==> src/rtl/servo_pkg.sv <==
// -----------------------------------------------------------------------------
// servo_pkg
// Shared types and constants for the servo command scheduler:
//   pos_t / byte_t  : 8-bit servo position and raw UART byte
//   HDR_BYTE        : command header (0xFF is never a legal position)
//   CENTER_POS      : reset / neutral servo position
//   parser_state_t  : command parser states
// -----------------------------------------------------------------------------
package servo_pkg;

    typedef logic [7:0] pos_t;
    typedef logic [7:0] byte_t;

    localparam byte_t HDR_BYTE   = 8'hFF;
    localparam pos_t  CENTER_POS = 8'd128;

    typedef enum logic [1:0] {
        IDLE    = 2'd0,
        GET_CH  = 2'd1,
        GET_POS = 2'd2
    } parser_state_t;

endpackage : servo_pkg

==> src/rtl/servo_cmd_scheduler_if.sv <==
// -----------------------------------------------------------------------------
// servo_cmd_scheduler_if
// Byte stream from the UART receiver into the servo command scheduler.
//   RxD_data_ready : one-cycle strobe, RxD_data is valid
//   RxD_data       : received UART byte
// Modports: master = UART receiver side, slave = scheduler side.
// -----------------------------------------------------------------------------
interface servo_cmd_scheduler_if;
    import servo_pkg::*;

    logic  RxD_data_ready;
    byte_t RxD_data;

    modport master (output RxD_data_ready, output RxD_data);
    modport slave  (input  RxD_data_ready, input  RxD_data);

endinterface : servo_cmd_scheduler_if

==> src/rtl/servo_slew_step.sv <==
// -----------------------------------------------------------------------------
// servo_slew_step
// Combinational next position for one channel at a frame apply edge.
//   i_pos      : currently applied position
//   i_target   : commanded target position
//   o_next_pos : position to apply at the next frame boundary
// Build option SERVO_SLEW_LIMIT_EN: when defined, the position moves toward
// the target by at most STEP per frame and lands exactly on it once within
// STEP; when undefined, the target passes straight through and STEP is unused.
// -----------------------------------------------------------------------------
module servo_slew_step
    import servo_pkg::*;
#(
    parameter int STEP = 2
) (
    input  pos_t i_pos,
    input  pos_t i_target,
    output pos_t o_next_pos
);

`ifdef SERVO_SLEW_LIMIT_EN
    // Both operands are zero-extended so the 9-bit signed difference covers
    // the full -254..+254 range without wrapping.
    logic signed [8:0] w_diff;
    logic        [8:0] w_mag;

    assign w_diff = $signed({1'b0, i_target}) - $signed({1'b0, i_pos});
    assign w_mag  = w_diff[8] ? 9'(-w_diff) : 9'(w_diff);

    // NOTE: every output of a combinational block gets a default first, so no
    // path through the if/else can leave it unassigned and infer a latch.
    always_comb begin
        o_next_pos = i_pos;
        if (w_mag <= 9'(STEP)) begin
            o_next_pos = i_target;
        end else if (!w_diff[8]) begin
            o_next_pos = i_pos + 8'(STEP);
        end else begin
            o_next_pos = i_pos - 8'(STEP);
        end
    end
`else
    // Current position and step size do not affect a pass-through; they are
    // folded into a sink so the port list stays identical in both builds.
    logic w_unused;
    assign w_unused   = ^{i_pos, 8'(STEP)};
    assign o_next_pos = i_target;
`endif

endmodule : servo_slew_step

==> src/rtl/servo_cmd_scheduler.sv <==
// -----------------------------------------------------------------------------
// servo_cmd_scheduler
// Parses 3-byte servo commands (0xFF, channel, position) from a UART byte
// stream, holds one target per channel and applies targets to the PWM-facing
// position outputs only at frame boundaries, so a pulse never changes
// mid-period. Owns the frame timebase.
//   clk        : system clock
//   rst_n      : synchronous reset, active-low
//   rx         : UART byte stream (servo_cmd_scheduler_if.slave)
//   pos_out    : applied positions, channel i at [8i+7:8i]
//   pos_valid  : per-channel strobe, high in the frame_sync cycle if changed
//   frame_sync : high for the first cycle of each frame
//   cmd_err    : one-cycle strobe, command rejected (bad channel number)
// Build option SERVO_SLEW_LIMIT_EN limits movement to STEP per frame
// (see servo_slew_step).
// -----------------------------------------------------------------------------
module servo_cmd_scheduler
    import servo_pkg::*;
#(
    parameter int NUM_CH       = 4,
    parameter int FRAME_CYCLES = 1000000,
    parameter int STEP         = 2
) (
    input  logic                  clk,
    input  logic                  rst_n,
    servo_cmd_scheduler_if.slave  rx,
    output logic [NUM_CH*8-1:0]   pos_out,
    output logic [NUM_CH-1:0]     pos_valid,
    output logic                  frame_sync,
    output logic                  cmd_err
);

    localparam int CNT_W = (FRAME_CYCLES > 1) ? $clog2(FRAME_CYCLES) : 1;
    localparam int CH_W  = (NUM_CH > 1) ? $clog2(NUM_CH) : 1;

    // ---------------------------------------------------------------- timebase
    logic [CNT_W-1:0] r_frame_cnt;
    logic             w_frame_end;

    assign w_frame_end = (r_frame_cnt == CNT_W'(FRAME_CYCLES - 1));
    assign frame_sync  = (r_frame_cnt == '0);

    // NOTE: sequential state uses non-blocking assignments only, so every
    // register samples the pre-edge value of every other register.
    always_ff @(posedge clk) begin
        if (!rst_n) begin
            r_frame_cnt <= '0;
        end else if (w_frame_end) begin
            r_frame_cnt <= '0;
        end else begin
            r_frame_cnt <= r_frame_cnt + 1'b1;
        end
    end

    // ------------------------------------------------------------------ parser
    parser_state_t r_state;
    parser_state_t w_state_nxt;
    logic [CH_W-1:0] r_ch;
    logic            w_ch_load;
    logic            w_tgt_we;
    logic            w_err_nxt;
    logic            r_cmd_err;
    logic            w_is_hdr;
    logic            w_ch_ok;

    assign w_is_hdr = (rx.RxD_data == HDR_BYTE);
    assign w_ch_ok  = (rx.RxD_data < 8'(NUM_CH));

    always_comb begin
        w_state_nxt = r_state;
        w_ch_load   = 1'b0;
        w_tgt_we    = 1'b0;
        w_err_nxt   = 1'b0;
        if (rx.RxD_data_ready) begin
            unique case (r_state)
                IDLE: begin
                    if (w_is_hdr) w_state_nxt = GET_CH;
                end
                GET_CH: begin
                    // A header here restarts the command; staying put is the resync.
                    if (w_is_hdr) begin
                        w_state_nxt = GET_CH;
                    end else if (w_ch_ok) begin
                        w_ch_load   = 1'b1;
                        w_state_nxt = GET_POS;
                    end else begin
                        w_err_nxt   = 1'b1;
                        w_state_nxt = IDLE;
                    end
                end
                GET_POS: begin
                    // A header drops the partial command silently and restarts.
                    if (w_is_hdr) begin
                        w_state_nxt = GET_CH;
                    end else begin
                        w_tgt_we    = 1'b1;
                        w_state_nxt = IDLE;
                    end
                end
                default: w_state_nxt = IDLE;
            endcase
        end
    end

    always_ff @(posedge clk) begin
        if (!rst_n) begin
            r_state   <= IDLE;
            r_ch      <= '0;
            r_cmd_err <= 1'b0;
        end else begin
            r_state   <= w_state_nxt;
            r_cmd_err <= w_err_nxt;
            if (w_ch_load) begin
                r_ch <= rx.RxD_data[CH_W-1:0];
            end
        end
    end

    assign cmd_err = r_cmd_err;

    // ----------------------------------------------------------------- targets
    pos_t r_target [NUM_CH];

    // NOTE: the target and position arrays are reset element by element: they
    // are a handful of flops, not a RAM, and must come up at CENTER_POS.
    always_ff @(posedge clk) begin
        if (!rst_n) begin
            for (int i = 0; i < NUM_CH; i++) begin
                r_target[i] <= CENTER_POS;
            end
        end else begin
            // Later writes simply overwrite earlier ones: last command wins.
            for (int i = 0; i < NUM_CH; i++) begin
                if (w_tgt_we && (r_ch == CH_W'(i))) begin
                    r_target[i] <= rx.RxD_data;
                end
            end
        end
    end

    // ------------------------------------------------------- frame apply point
    pos_t              r_pos [NUM_CH];
    pos_t              w_next_pos [NUM_CH];
    logic [NUM_CH-1:0] r_pos_valid;

    for (genvar g = 0; g < NUM_CH; g++) begin : g_ch
        servo_slew_step #(
            .STEP (STEP)
        ) u_slew_step (
            .i_pos      (r_pos[g]),
            .i_target   (r_target[g]),
            .o_next_pos (w_next_pos[g])
        );
        assign pos_out[8*g +: 8] = r_pos[g];
    end

    // Targets are read as registered before the wrap edge, so a target written
    // on that same edge waits for the following frame.
    always_ff @(posedge clk) begin
        if (!rst_n) begin
            for (int i = 0; i < NUM_CH; i++) begin
                r_pos[i] <= CENTER_POS;
            end
            r_pos_valid <= '0;
        end else begin
            r_pos_valid <= '0;
            if (w_frame_end) begin
                for (int i = 0; i < NUM_CH; i++) begin
                    r_pos[i]       <= w_next_pos[i];
                    r_pos_valid[i] <= (w_next_pos[i] != r_pos[i]);
                end
            end
        end
    end

    assign pos_valid = r_pos_valid;

endmodule : servo_cmd_scheduler
==> src/flat_wrapper.sv <==
// flat-port wrapper written by rule: the top's interface ports become plain ports
module servo_cmd_scheduler_flat import servo_pkg::*;
#(
    parameter int NUM_CH       = 4,
    parameter int FRAME_CYCLES = 1000000,
    parameter int STEP         = 2
)
  (clk, rst_n, pos_out, pos_valid, frame_sync, cmd_err, rx_RxD_data_ready, rx_RxD_data);
  servo_cmd_scheduler_if rx_i ();
  input  logic clk;
  input  logic rst_n;
  output logic [NUM_CH*8-1:0] pos_out;
  output logic [NUM_CH-1:0] pos_valid;
  output logic frame_sync;
  output logic cmd_err;
  input wire logic [$bits(rx_i.RxD_data_ready)-1:0] rx_RxD_data_ready;
  input wire logic [$bits(rx_i.RxD_data)-1:0] rx_RxD_data;
  assign rx_i.RxD_data_ready = rx_RxD_data_ready;
  assign rx_i.RxD_data = rx_RxD_data;
  servo_cmd_scheduler #(.NUM_CH(NUM_CH), .FRAME_CYCLES(FRAME_CYCLES), .STEP(STEP)) u_core (.clk(clk), .rst_n(rst_n), .rx(rx_i), .pos_out(pos_out), .pos_valid(pos_valid), .frame_sync(frame_sync), .cmd_err(cmd_err));
endmodule
==> config.mk <==
export PLATFORM = sky130hd
export DESIGN_NAME = servo_cmd_scheduler_flat
export DESIGN_NICKNAME = d
export VERILOG_FILES = /design/src/rtl/servo_pkg.sv /design/src/rtl/servo_cmd_scheduler_if.sv /design/src/rtl/servo_slew_step.sv /design/src/rtl/servo_cmd_scheduler.sv /design/src/flat_wrapper.sv
export SDC_FILE = /design/constraint.sdc
export NUM_CORES = 1
export LEC_CHECK = 0
export CAP_MARGIN = 20
export CORE_MARGIN = 2
export CORE_UTILIZATION = 50
export CTS_CLUSTER_DIAMETER = 60
export DETAILED_ROUTE_END_ITERATION = 12
export PLACE_DENSITY = 0.8
export SLEW_MARGIN = 30
export SYNTH_ARGS = -nofsm -noshare
export SYNTH_HDL_FRONTEND = slang
export SYNTH_HIERARCHICAL = 1
export SYNTH_SLANG_ARGS = --single-unit
export TNS_END_PERCENT = 30
==> constraint.sdc <==
create_clock -name clk -period 2.15 [get_ports clk]
set_clock_uncertainty 0.05 [all_clocks]
set_input_delay 0.645 -clock clk [delete_from_list [all_inputs] [get_ports clk]]
set_output_delay 0.645 -clock clk [all_outputs]
set_load 0.05 [all_outputs]
# Word-level counts from Yosys, hierarchy flattened
# Memory sizes are Yosys's and may differ from the RTL's.
# Cells that the tools add are included.
# W data, S select, Z words.
dict set report word_totals {
  ram_bits 64
  out_inout_bits 38
  n_memories 2
  regBits 29
  input_bits 11
  elab_cells 80
  latchBits 0
  rom_bits 0
}
# memory depth word_bits rd rd_ports_with_merged_regs wr line_no
set mem_list {}
lappend mem_list {u_core.r_pos 4 8 4 0 4 servo_cmd_scheduler.sv:142} ;# pos_t r_pos [NUM_CH];
lappend mem_list {u_core.r_target 4 8 4 0 4 servo_cmd_scheduler.sv:122} ;# pos_t r_target [NUM_CH];
dict set report classes {
  add_sub_neg 1
  reduce_logical 11
  n_shift 0
  muxes 37
  eq_ne 12
  div_mod_pow 0
  n_bitwise 11
  mul 0
  magnitude_cmp 1
}
# operator count
set ops {}
lappend ops {{$mux W8} 8}
lappend ops {{$ne A8 B8 Y1} 4}
lappend ops {{$mux W1} 25}
lappend ops {{$add A20 B1 Y20 const B} 1}
lappend ops {{$eq A20 B20 Y1 const B} 1}
lappend ops {{$logic_not A20 Y1} 1}
lappend ops {{$eq A8 B8 Y1 const B} 1}
lappend ops {{$lt A8 B3 Y1 const B} 1}
lappend ops {{$or A1 B1 Y1} 8}
lappend ops {{$eq A2 B2 Y1 const B} 3}
lappend ops {{$mux W2} 3}
lappend ops {{$pmux W2 S3} 1}
lappend ops {{$eq A2 B1 Y1 const B} 2}
lappend ops {{$logic_and A1 B1 Y1} 4}
lappend ops {{$logic_not A2 Y1} 2}
lappend ops {{$reduce_and A2 Y1} 2}
lappend ops {{$reduce_or A4 Y1} 1}
lappend ops {{$not A1 Y1} 3}
lappend ops {{$ne A2 B1 Y1 const B} 1}
lappend ops {{$reduce_or A2 Y1} 1}

# Logic depth before layout (Yosys ltp)
# Gate-level depths: netlist of the first run.
dict set report logic_depth {
  depth_word 9
  mapped_depth 6
  ltp_nobuf 5
}

# Hierarchy
# Netlist of the first run, hierarchy kept.
# module instances area_per_inst_um2 cells_each seq_area_each_um2
set modules_own_cells {}
lappend modules_own_cells {servo_cmd_scheduler 1 4018.9 333 2502.4}
lappend modules_own_cells {servo_slew_step 4 60.1 8 0.0}

# Worst setup path before layout of the first run
# OpenSTA, ideal clock, no wires.
dict set report synth_path {
  path_kind {reg2out}
  startpoint {register u_core.r_frame_cnt[15]}
  endpoint {output frame_sync}
  path_buffers 0
  slack_ns -0.997
  path_stages_with_launch 4
  t_required_ns 1.455
  arrival_time_ns 2.452
  cell_sequence {dfxtp_1 nor4_1 nand4_1 nor4b_1}
}
dict set report synth_via {
  elab_chain_cells 1
}
# item line_no
set synth_lines {}
lappend synth_lines {{start, declared} servo_cmd_scheduler.sv:37} ;# logic [CNT_W-1:0] r_frame_cnt;
lappend synth_lines {{start signal, assigned} servo_cmd_scheduler.sv:51} ;# r_frame_cnt <= r_frame_cnt + 1'b1;
lappend synth_lines {{$logic_not A20 Y1} servo_cmd_scheduler.sv:41} ;# assign frame_sync = (r_frame_cnt == '0);
lappend synth_lines {{end, declared} flat_wrapper.sv:14} ;# output logic frame_sync;
# Every way passes these cells.

# Worst setup path in the final report of the first run
# Ends and elaborated chain as after synthesis.

==> results of run 1 <==
==> cells by family after synthesis <==
family                     after synthesis  share of synthesized area, %
adders and majority gates                2                         0.587
DFF                                     93                          58.8
and+or+nand+nor                        154                          20.8
AOI/OAI and AO/OA                       23                          3.20
xor gates and xnor gates                46                          9.46
buffers and inverters                   47                          7.20
==> cell type report <==
type | count | area [sq um] | area share, %
Sequential cell | 93 | 2510 | 48.9
Clock inverter | 7 | 121 | 2.37
Inverter | 8 | 30.0 | 0.586
Clock buffer | 9 | 124 | 2.42
Timing Repair Buffer | 81 | 678 | 13.2
Tap cell | 105 | 131 | 2.56
Multi-Input combinational cell | 225 | 1530 | 29.9
==> sequential cells by signal (all words and copies together) (netlist names) <==
register,flops
u_core/cmd_err,1
u_core/pos_valid,4
u_core/r_ch,2
u_core/r_frame_cnt,20
u_core/r_pos,32
u_core/r_state,2
u_core/r_target,32
==> power groups by stage <==
stage / Clock (mW) / Sequential [mW] / Combinational (mW)
after floorplan: 0 / 2.13 / 0.118
after detailed placement: 0 / 2.04 / 0.345
after global routing: 1.49 / 2.00 / 0.370
final: 1.40 / 2.00 / 0.350
after global placement: 0 / 2.04 / 0.340
after CTS: 1.43 / 2.00 / 0.348
==> routing by layer <==
layer,vias up,part of all wire [%]
met5,-,0
met4,0,1.9
met3,14,5.3
met2,74,51
met1,1343,42
li1,1350,-
==> through the flow <==
step	TNS [ns]	util, %	hold slack (ns)	power [mW]	std cells
after CTS	-0.286	62.1	0.447	3.77	528
after global routing	-0.416	62.4	0.465	3.86	528
final	-0.288	62.4	0.453	3.75	528
after floorplan	-0.00153	-	0.403	2.25	365
after detailed placement	-25.34	58.7	0.434	2.38	512
after global placement	-23.10	58.7	0.418	2.38	512
==> final timing paths <==
kind / startpoint / endpoint / slack [ns] / depth (start not counted)
min reg2reg: u_core/r_state[0] / u_core/r_state[0] / 0.45 / 2
min: u_core/r_state[0] / u_core/r_state[0] / 0.45 / 2
max: u_core/r_frame_cnt[15] / frame_sync / -0.29 / 4
max reg2reg: u_core/r_frame_cnt[3] / u_core/r_frame_cnt[19] / 0.09 / 5
==> Yosys cell counts (all sizes together), types with 6 or more instances <==
library cell and instances:
dfxtp 29, nand2 11, nand3 10, nor3 6, and2 56, edfxtp 64
xor2 35, a21oi 6, nor2 23, inv 8, or3 8, nor4 17
xnor2 11, buf 36, nand4 7, o21ai 9, nand2b 7
==> tightest hold or removal path: cells and delay by family (launching register included) <==
| kind | cells | cell delay (ns) |
|---|---|---|
| flops | 1 | 0.34 |
| simple gates | 1 | 0.07 |
| compound gates | 1 | 0.06 |
==> cells in the final DEF, fill, tap and decap left out, types with 8 or more instances in the layout <==
master,instances
and2_1,56
buf_4,64
clkbuf_8,9
clkdlybuf4s50_1,10
dfxtp_1,26
edfxtp_1,64
inv_1,8
nand2_1,11
nand3_1,10
nor2_1,23
nor4_1,15
o21ai_0,8
or3_1,8
xnor2_1,11
xor2_1,35
==> key figures, run 1 <==
Die
  – Core ar.: 8220 sq um
  – Die W: 96.3 um
  – FP Rows: 33
  – Die area: 9270 sq um
  – Initial core utilization: 51.8%
  – Die height: 96.3 um
  – Ports: 49

Worst setup path
  – Critical Path RT: 1.45 ns
  – WS Path Type: register to primary output
  – Max FO, Critical Path: 2
  – Max stage delay on crit path: 0.35 ns
  – Startpoint types: register
  – Critical path's top delay family: simple AND/OR/NAND/NOR gates
  – Slowest-stage cell, CP: dfxtp_2
  – Crit path arrival time: 1.74 ns
  – CP endpoint kind: primary output
  – CP Buf/Inv Count: 1
  – CP cell instances: nor4_4 > nand4_1 > nor4b_4 > buf_12

Power and ir drop
  – Reg power frac: 53.3%
  – Logic pwr share: 9.3%
  – Sw Share: 23.5%
  – P_int: 2.87 mW
  – Leak: 1.92 nW
  – IR drop worst, VDD: 0.000476 V
  – NetSw: 0.879 mW
  – Clock power share: 37.4%
  – P per Cell Area: 731 nW/um^2

Timing
  – Fin crit share: 113%
  – Hold Vio Cnt, Final: 0
  – Max-slew violation count: 0
  – Min setup slack post-route: -0.288 ns
  – RSZ-0062 raised after global routing: true
  – Setup violations, final: 1
  – Fmax achieved: 410 MHz
  – Transition time of the tightest slew-check pin: 0.675 ns
  – Tmin final: 2.44 ns
  – Max transition margin: 54.7%

Drt
  – Number of remaining DRC errors: 0
  – DRT Wirelength: 8000 um
  – Post-route ant nets: 0
  – Initial DRC count: 200
  – Vias per cell: 5.27
  – Wirelength per Cell: 15.1 um
  – Via count: 2781
  – Drt pass-1 iters: 4

Clock tree
  – CTS tree: built
  – CTS Buffer Depth: 2
  – PostCTS Resize Cnt: 10
  – Clk root buf: clkbuf_8
  – Worst-path clk slew: 0.09 ns
  – H-tree depth: 3
  – Postcts setup bufs: 0
  – Hold Buf Count CTS: 0
  – CTS Buf Count: 9
  – Clock latency on the worst-skew pair: 0.36 ns
  – Sinks on Clock Net: 93

Yosys
  – Mapped Nets: 378
  – Cell taking the most area after synthesis: edfxtp_1
  – Most used DFF post-synth: edfxtp_1
  – Share of the synthesized area in the top cell type: 45.1%
  – Cell Area, Synth: 4260 sq um
  – Netlist cell types: 34
  – Gate Count Post-Synth: 365
  – EDFF count, synth: 64
  – Register area share after synthesis: 58.8%
  – Syn_area_per_cell: 11.7 sq um
  – Number of synthesized register bits: 93
  – Synth top area cells: edfxtp_1 45%, dfxtp_1 14%, and2_1 8.2%, xor2_1 7.2%, buf_4 5.8%
  – Yosys warns: 6
  – Ys async rst share: 0%

Min path
  – Hold crit path type: register to register

Run status
  – Violated checks: setup timing
  – Outcome: finished, violations left

GRT
  – Routing usage on met1: 22.4%
  – Global route hottest layer: met2
  – Global-route usage over all layers: 18.9%
  – M3 GR Usage: 5.01%
  – Number of global-route vias before repair: 2726
  – GRT met2 Usage: 33.2%
  – Initial antenna violation count: 0
  – Largest net degree at the start of global routing: 23
  – Total grt overflow: 0
  – First-pass GRT wire length: 13000 um

Cells and area
  – Layout fillers: 613
  – Fin area: 5120 sq um
  – Ratio of cells with drive above 1 in the final layout: 22.7%
  – Fin nets: 431
  – Antenna Cells: 0
  – Syn-to-layout area delta: 20.3%

Placed design
  – Placement Cell Area: 4820 sq um
  – Dpl hpwl: 5690 um
  – DP Worst Slack: -0.555 ns
  – PortBufs: 48
  – Routability cong.: 0.799

Run
  – Max Cap Viol: 0
Power figures use the tool's default switching activity.
==> inputs of run 2 (changes only) <==
--- a/config.mk
+++ b/config.mk
@@ -5,12 +5,12 @@
 export SDC_FILE = /design/constraint.sdc
 export NUM_CORES = 1
 export LEC_CHECK = 0
-export CAP_MARGIN = 20
 export CORE_MARGIN = 2
 export CORE_UTILIZATION = 50
 export CTS_CLUSTER_DIAMETER = 60
+export CTS_CLUSTER_SIZE = 30
 export DETAILED_ROUTE_END_ITERATION = 12
-export PLACE_DENSITY = 0.8
+export PLACE_DENSITY = 0.84
 export SLEW_MARGIN = 30
 export SYNTH_ARGS = -nofsm -noshare
 export SYNTH_HDL_FRONTEND = slang
==> key figures, run 2 (synthesis results as in run 1) <==
Run status
  – Outcome: finished, violations left (unchanged)
  – Violated checks: setup timing (unchanged)

Placed design
  – DP Worst Slack: -0.558 ns (was -0.555 ns)
  – Dpl hpwl: 5600 um (was 5690 um)
  – Placement Cell Area: 4810 sq um (was 4820 sq um)
  – Routability cong.: 0.816 (was 0.799)
  – PortBufs: 48 (unchanged)

GRT
  – Largest net degree at the start of global routing: 37 (was 23)
  – Initial antenna violation count: 0 (unchanged)
  – First-pass GRT wire length: 13200 um (was 13000 um)
  – Number of global-route vias before repair: 2745 (was 2726)
  – Global-route usage over all layers: 19.2% (was 18.9%)
  – Total grt overflow: 0 (unchanged)

Clock tree
  – Hold Buf Count CTS: 0 (unchanged)
  – CTS Buffer Depth: 2 (unchanged)
  – CTS tree: built (unchanged)
  – Worst-path clk slew: 0.09 ns (about the same)
  – Clk root buf: clkbuf_8 (unchanged)
  – Postcts setup bufs: 0 (unchanged)
  – Sinks on Clock Net: 93 (unchanged)
  – CTS Buf Count: 9 (unchanged)
  – Clock latency on the worst-skew pair: 0.36 ns (about the same)
  – H-tree depth: 3 (unchanged)

Die
  – Initial core utilization: 51.8% (unchanged)
  – Die height: 96.3 um (unchanged)
  – Die W: 96.3 um (unchanged)
  – Core ar.: 8220 sq um (unchanged)
  – Die area: 9270 sq um (unchanged)
  – FP Rows: 33 (unchanged)
  – Ports: 49 (unchanged)

Drt
  – Via count: 2800 (was 2781)
  – Post-route ant nets: 0 (unchanged)
  – DRT Wirelength: 8150 um (was 8000 um)
  – Vias per cell: 5.32 (was 5.27)
  – Wirelength per Cell: 15.5 um (was 15.1 um)
  – Number of remaining DRC errors: 0 (unchanged)
  – Initial DRC count: 248 (was 200)
  – Drt pass-1 iters: 5 (was 4)

Cells and area
  – Antenna Cells: 0 (unchanged)
  – Fin util: 62.3% (was 62.4%)
  – Commonest non-fill, non-tap cell in the layout: edfxtp_1
  – Fin area: 5120 sq um (about the same)
  – Layout fillers: 602 (was 613)
  – Biggest regs: u_core/r_pos: 32 flops, u_core/r_target: 32 flops, u_core/r_frame_cnt: 20 flops (unchanged)
  – Syn-to-layout area delta: 20.2% (was 20.3%)
  – Fin nets: 429 (was 431)
  – Ratio of cells with drive above 1 in the final layout: 22.8% (was 22.7%)
  – Most frequent cells in the layout: 64 x edfxtp_1, 60 x buf_4, 56 x and2_1 (was 64 x buf_4, 64 x edfxtp_1, 56 x and2_1)

Worst setup path
  – Max FO, Critical Path: 4 (was 2)
  – Critical Path RT: 1.45 ns (about the same)
  – CP endpoint kind: primary output (unchanged)
  – Crit path arrival time: 1.71 ns (was 1.74 ns)
  – Worst r2r path cells: 5 (unchanged)
  – WS Path Type: register to primary output (unchanged)
  – Startpoint types: register (unchanged)

Power and ir drop
  – Total power: 3.59 mW (was 3.75 mW)
  – IR drop worst, VDD: 0.000446 V (was 0.000476 V)
  – Leak: 1.93 nW (was 1.92 nW)
  – P per Cell Area: 701 nW/um^2 (was 731 nW/um^2)

Timing
  – Max transition margin: 68.5% (was 54.7%)
  – Tmin final: 2.40 ns (was 2.44 ns)
  – Setup TNS: -0.252 ns (was -0.288 ns)
  – Fmax achieved: 416 MHz (was 410 MHz)
  – RSZ-0062 raised after global routing: true (unchanged)
  – Min setup slack post-route: -0.252 ns (was -0.288 ns)
  – Setup violations, final: 1 (unchanged)
  – Max-slew violation count: 0 (unchanged)
  – Fin crit share: 112% (was 113%)
  – Hold Vio Cnt, Final: 0 (unchanged)
  – Transition time of the tightest slew-check pin: 0.466 ns (was 0.675 ns)

Min path
  – Hold path cells: 2 (unchanged)
  – Hold crit path type: register to register (unchanged)

Run
  – Max Cap Viol: 0 (unchanged)
==> run 2: metal layers <==
layer	track usage [%]	share of wire, %	up-vias
met5	0	0	-
met4	7.16	2.2	0
met3	5.95	5.6	19
met2	32.2	51	96
met1	23.4	41	1343
li1	-	-	1342
==> run 2: final timing paths <==
kind,end,slack [ns],from
max,frame_sync,-0.25,u_core/r_frame_cnt[13]
max reg2reg,u_core/r_frame_cnt[19],0.11,u_core/r_frame_cnt[8]
min reg2reg,u_core/r_state[0],0.44,u_core/r_state[0]
min,u_core/r_state[0],0.44,u_core/r_state[0]
==> run 2: per-stage QoR <==
| step | hold slack [ns] | cells |
|---|---|---|
| 3_5_place_dp | 0.425 | 510 |
| 6_report | 0.441 | 526 |
| 4_1_cts | 0.438 | 526 |
| 3_3_place_gp | 0.417 | 510 |
| 5_1_grt | 0.462 | 526 |
| 2_1_floorplan | 0.403 | 365 |
==> run 2: where the power goes <==
part | internal [mW] | switching [mW]
Clock | 0.657 | 0.588
Sequential | 1.96 | 0.0381
Combinational | 0.129 | 0.220
Total | 2.74 | 0.846
==> run 2: final cells by class <==
type,count,area (sq um),share of cell area [%]
inverters,8,30.0,0.587
repair buffers,79,678,13.2
flip-flops and latches,93,2510,49.0
multi-input cells,225,1560,30.5
well taps,105,131,2.57
clock inverters,4,73.8,1.44
clock buffers,12,135,2.64
==> run 2: worst max-delay path, cell delays in order, from the launching register on <==
cell and delay (ns):
dfxtp_2 0.35, nor4_4 0.33, nand4_1 0.20, nor4b_4 0.30
buf_12 0.18
==> run 2: repair_timing <==
action / 4_1_cts / 5_1_grt
gates cloned: 0 / 0
pin swaps: 0 / 2
resized for setup: 11 / 16
setup endpoints to repair: 41 / 37
==> inputs of run 3 (changes only) <==
--- a/config.mk
+++ b/config.mk
@@ -6,11 +6,11 @@
 export NUM_CORES = 1
 export LEC_CHECK = 0
 export CORE_MARGIN = 2
-export CORE_UTILIZATION = 50
+export CORE_UTILIZATION = 56
 export CTS_CLUSTER_DIAMETER = 60
 export CTS_CLUSTER_SIZE = 30
 export DETAILED_ROUTE_END_ITERATION = 12
-export PLACE_DENSITY = 0.84
+export PLACE_DENSITY = 0.89
 export SLEW_MARGIN = 30
 export SYNTH_ARGS = -nofsm -noshare
 export SYNTH_HDL_FRONTEND = slang
==> constraint.sdc (replaced) <==
create_clock -name clk -period 2.35 [get_ports clk]
set_clock_uncertainty 0.05 [all_clocks]
set_input_delay 0.705 -clock clk [delete_from_list [all_inputs] [get_ports clk]]
set_output_delay 0.705 -clock clk [all_outputs]
set_load 0.05 [all_outputs]
==> key figures, run 3 (synthesis results as in run 1) <==
Run status
  – Outcome: finished, violations left (unchanged)
  – Violated checks: setup timing (unchanged)

Worst setup path
  – CP endpoint kind: primary output (unchanged)
  – Startpoint types: register (unchanged)
  – Max FO, Critical Path: 2 (was 4)
  – WS Path Type: register to primary output (unchanged)
  – CP cell instances: nor4_4 > nand4_1 > nor4b_4 > buf_12 (unchanged)
  – Slowest-stage cell, CP: dfxtp_2 (unchanged)
  – Max stage delay on crit path: 0.35 ns (about the same)
  – FF-to-FF Start: u_core/r_frame_cnt[0] (was u_core/r_frame_cnt[8])
  – Crit path arrival time: 1.71 ns (about the same)
  – Worst R2R End: u_core/r_pos[3][7] (was u_core/r_frame_cnt[19])
  – Worst r2r path cells: 5 (unchanged)
  – Critical Path RT: 1.59 ns (was 1.45 ns)
  – Flop2flop setup slack: 0.20 ns (was 0.11 ns)

Cells and area
  – Most frequent cells in the layout: 64 x edfxtp_1, 56 x and2_1, 40 x clkdlybuf4s50_1 (was 64 x edfxtp_1, 60 x buf_4, 56 x and2_1)
  – Commonest non-fill, non-tap cell in the layout: edfxtp_1 (unchanged)
  – Fin nets: 424 (was 429)
  – Ratio of cells with drive above 1 in the final layout: 13.5% (was 22.8%)
  – Fin area: 5120 sq um (about the same)
  – Syn-to-layout area delta: 20.3% (was 20.2%)
  – Antenna Cells: 0 (unchanged)
  – Biggest regs: u_core/r_pos: 32 flops, u_core/r_target: 32 flops, u_core/r_frame_cnt: 20 flops (unchanged)
  – Post-Layout Cell Count: 515 (was 526)

Drt
  – Drt pass-1 iters: 7 (was 5)
  – Initial DRC count: 192 (was 248)
  – DRT Wirelength: 8240 um (was 8150 um)
  – Post-route ant nets: 0 (unchanged)
  – Wirelength per Cell: 16.0 um (was 15.5 um)
  – Number of remaining DRC errors: 0 (unchanged)
  – Vias per cell: 5.46 (was 5.32)
  – Via count: 2813 (was 2800)

Run
  – Max Cap Viol: 0 (unchanged)

Timing
  – Max transition margin: 52.6% (was 68.5%)
  – Fmax achieved: 405 MHz
  – Worst hold margin: 0.449 ns (was 0.441 ns)
  – Setup violations, final: 1 (unchanged)
  – Fin crit share: 105%
  – Hold Vio Cnt, Final: 0 (unchanged)
  – Max-slew violation count: 0 (unchanged)
  – Transition time of the tightest slew-check pin: 0.706 ns (was 0.466 ns)
  – Tmin final: 2.47 ns
  – Min setup slack post-route: -0.118 ns (was -0.252 ns)
  – RSZ-0062 raised after global routing: true (unchanged)

Die
  – Core ar.: 7290 sq um (was 8220 sq um)
  – Die area: 8320 sq um (was 9270 sq um)
  – Ports: 49 (unchanged)
  – Initial core utilization: 58.4% (was 51.8%)
  – Die height: 91.2 um (was 96.3 um)
  – Die W: 91.2 um (was 96.3 um)
  – FP Rows: 31 (was 33)

Clock tree
  – Hold Buf Count CTS: 0 (unchanged)
  – CTS tree: built (unchanged)
  – Clk root buf: clkbuf_8 (unchanged)
  – CTS Buf Count: 9 (unchanged)
  – Sinks on Clock Net: 93 (unchanged)
  – Worst-path clk slew: 0.08 ns (was 0.09 ns)
  – CTS Buffer Depth: 2 (unchanged)
  – Clock latency on the worst-skew pair: 0.35 ns (was 0.36 ns)
  – H-tree depth: 3 (unchanged)

Min path
  – Hold path startpoint: u_core/r_frame_cnt[0] (was u_core/r_state[0])
  – Worst hold path endpoint: u_core/r_frame_cnt[0] (was u_core/r_state[0])
  – Hold crit path type: register to register (unchanged)
  – Hold path cells: 1 (was 2)

Placed design
  – Placement Cell Area: 4840 sq um (was 4810 sq um)
  – Inst Count DP: 497 (was 510)
  – Dpl hpwl: 5690 um (was 5600 um)
  – Routability cong.: 0.877 (was 0.816)
  – DP Worst Slack: -0.497 ns (was -0.558 ns)
  – PortBufs: 48 (unchanged)

GRT
  – Initial antenna violation count: 0 (unchanged)
  – Global-route usage over all layers: 20.6% (was 19.2%)
  – Total grt overflow: 0 (unchanged)
  – First-pass GRT wire length: 13300 um (was 13200 um)
  – Largest net degree at the start of global routing: 36 (was 37)
  – Number of global-route vias before repair: 2736 (was 2745)

Power and ir drop
  – IR drop worst, VDD: 0.000360 V (was 0.000446 V)
  – P per Cell Area: 621 nW/um^2 (was 701 nW/um^2)
  – Leak: 1.86 nW (was 1.93 nW)
## run 3: cell types whose count changed in the layout (fill, tap and decap cells not counted), sizes merged
cell           change
dlygate4sd2        -2
clkinvlp           +1
bufinv             -1
dlymetal6s2s       +3
buf               -39
clkdlybuf4s50     +33
## run 3: area by class of cell
type,instances,area (sq um)
inverters,8,30.0
multi-input cells,225,1530
fillers,527,2170
well taps,99,124
repair buffers,74,737
flip-flops and latches,93,2510
clock inverters,4,47.5
clock buffers,12,145
## run 3: report_power, final
group | internal [mW] | total (mW) | switching [mW]
Sequential | 1.79 | 1.83 | 0.0379
Clock | 0.518 | 1.04 | 0.521
Combinational | 0.122 | 0.316 | 0.194
Total | 2.43 | 3.18 | 0.753
## run 3: metrics by stage
| step | total power [mW] | setup TNS, ns | utilization, % |
|---|---|---|---|
| 2_1_floorplan | 2.06 | 0 | - |
| 3_3_place_gp | 2.17 | -10.48 | 66.4 |
| 3_5_place_dp | 2.18 | -14.19 | 66.4 |
| 4_1_cts | 3.21 | -0.129 | 70.0 |
| 5_1_grt | 3.30 | -0.231 | 70.3 |
| 6_report | 3.18 | -0.118 | 70.3 |
## run 3: what timing repair did
item                       in CTS  in global routing
setup buffers                   2                  0
pin swaps                       5                  0
gates resized for setup        13                  8
setup endpoints to repair      10                 36
## run 3: per-layer routing
layer	GRT usage (%)	vias up	routed length [um]
met5	0	-	0
met2	35.3	137	4110
met1	25.4	1309	3320
li1	-	1334	-
met4	9.85	0	282
met3	3.49	33	526
## run 3: worst max-delay path, delay by kind of cell, from the launching register on
kind | cells | cell delay, ns
buffers and inverters | 1 | 0.18
and+or+nand+nor | 3 | 0.84
DFF | 1 | 0.35
## run 3: how the worst max path moves through the flow
| stage | start | end | slack [ns] |
|---|---|---|---|
| after floorplan | u_core/r_frame_cnt[15] | frame_sync | 0.07 |
| after global routing | u_core/r_frame_cnt[15] | frame_sync | -0.23 |
| final | u_core/r_frame_cnt[15] | frame_sync | -0.12 |
| after detailed placement | rx_RxD_data[4] | u_core/r_target[0][7] | -0.50 |
| after global placement | rx_RxD_data[4] | u_core/r_target[0][0] | -0.36 |
| after CTS | u_core/r_frame_cnt[15] | frame_sync | -0.13 |
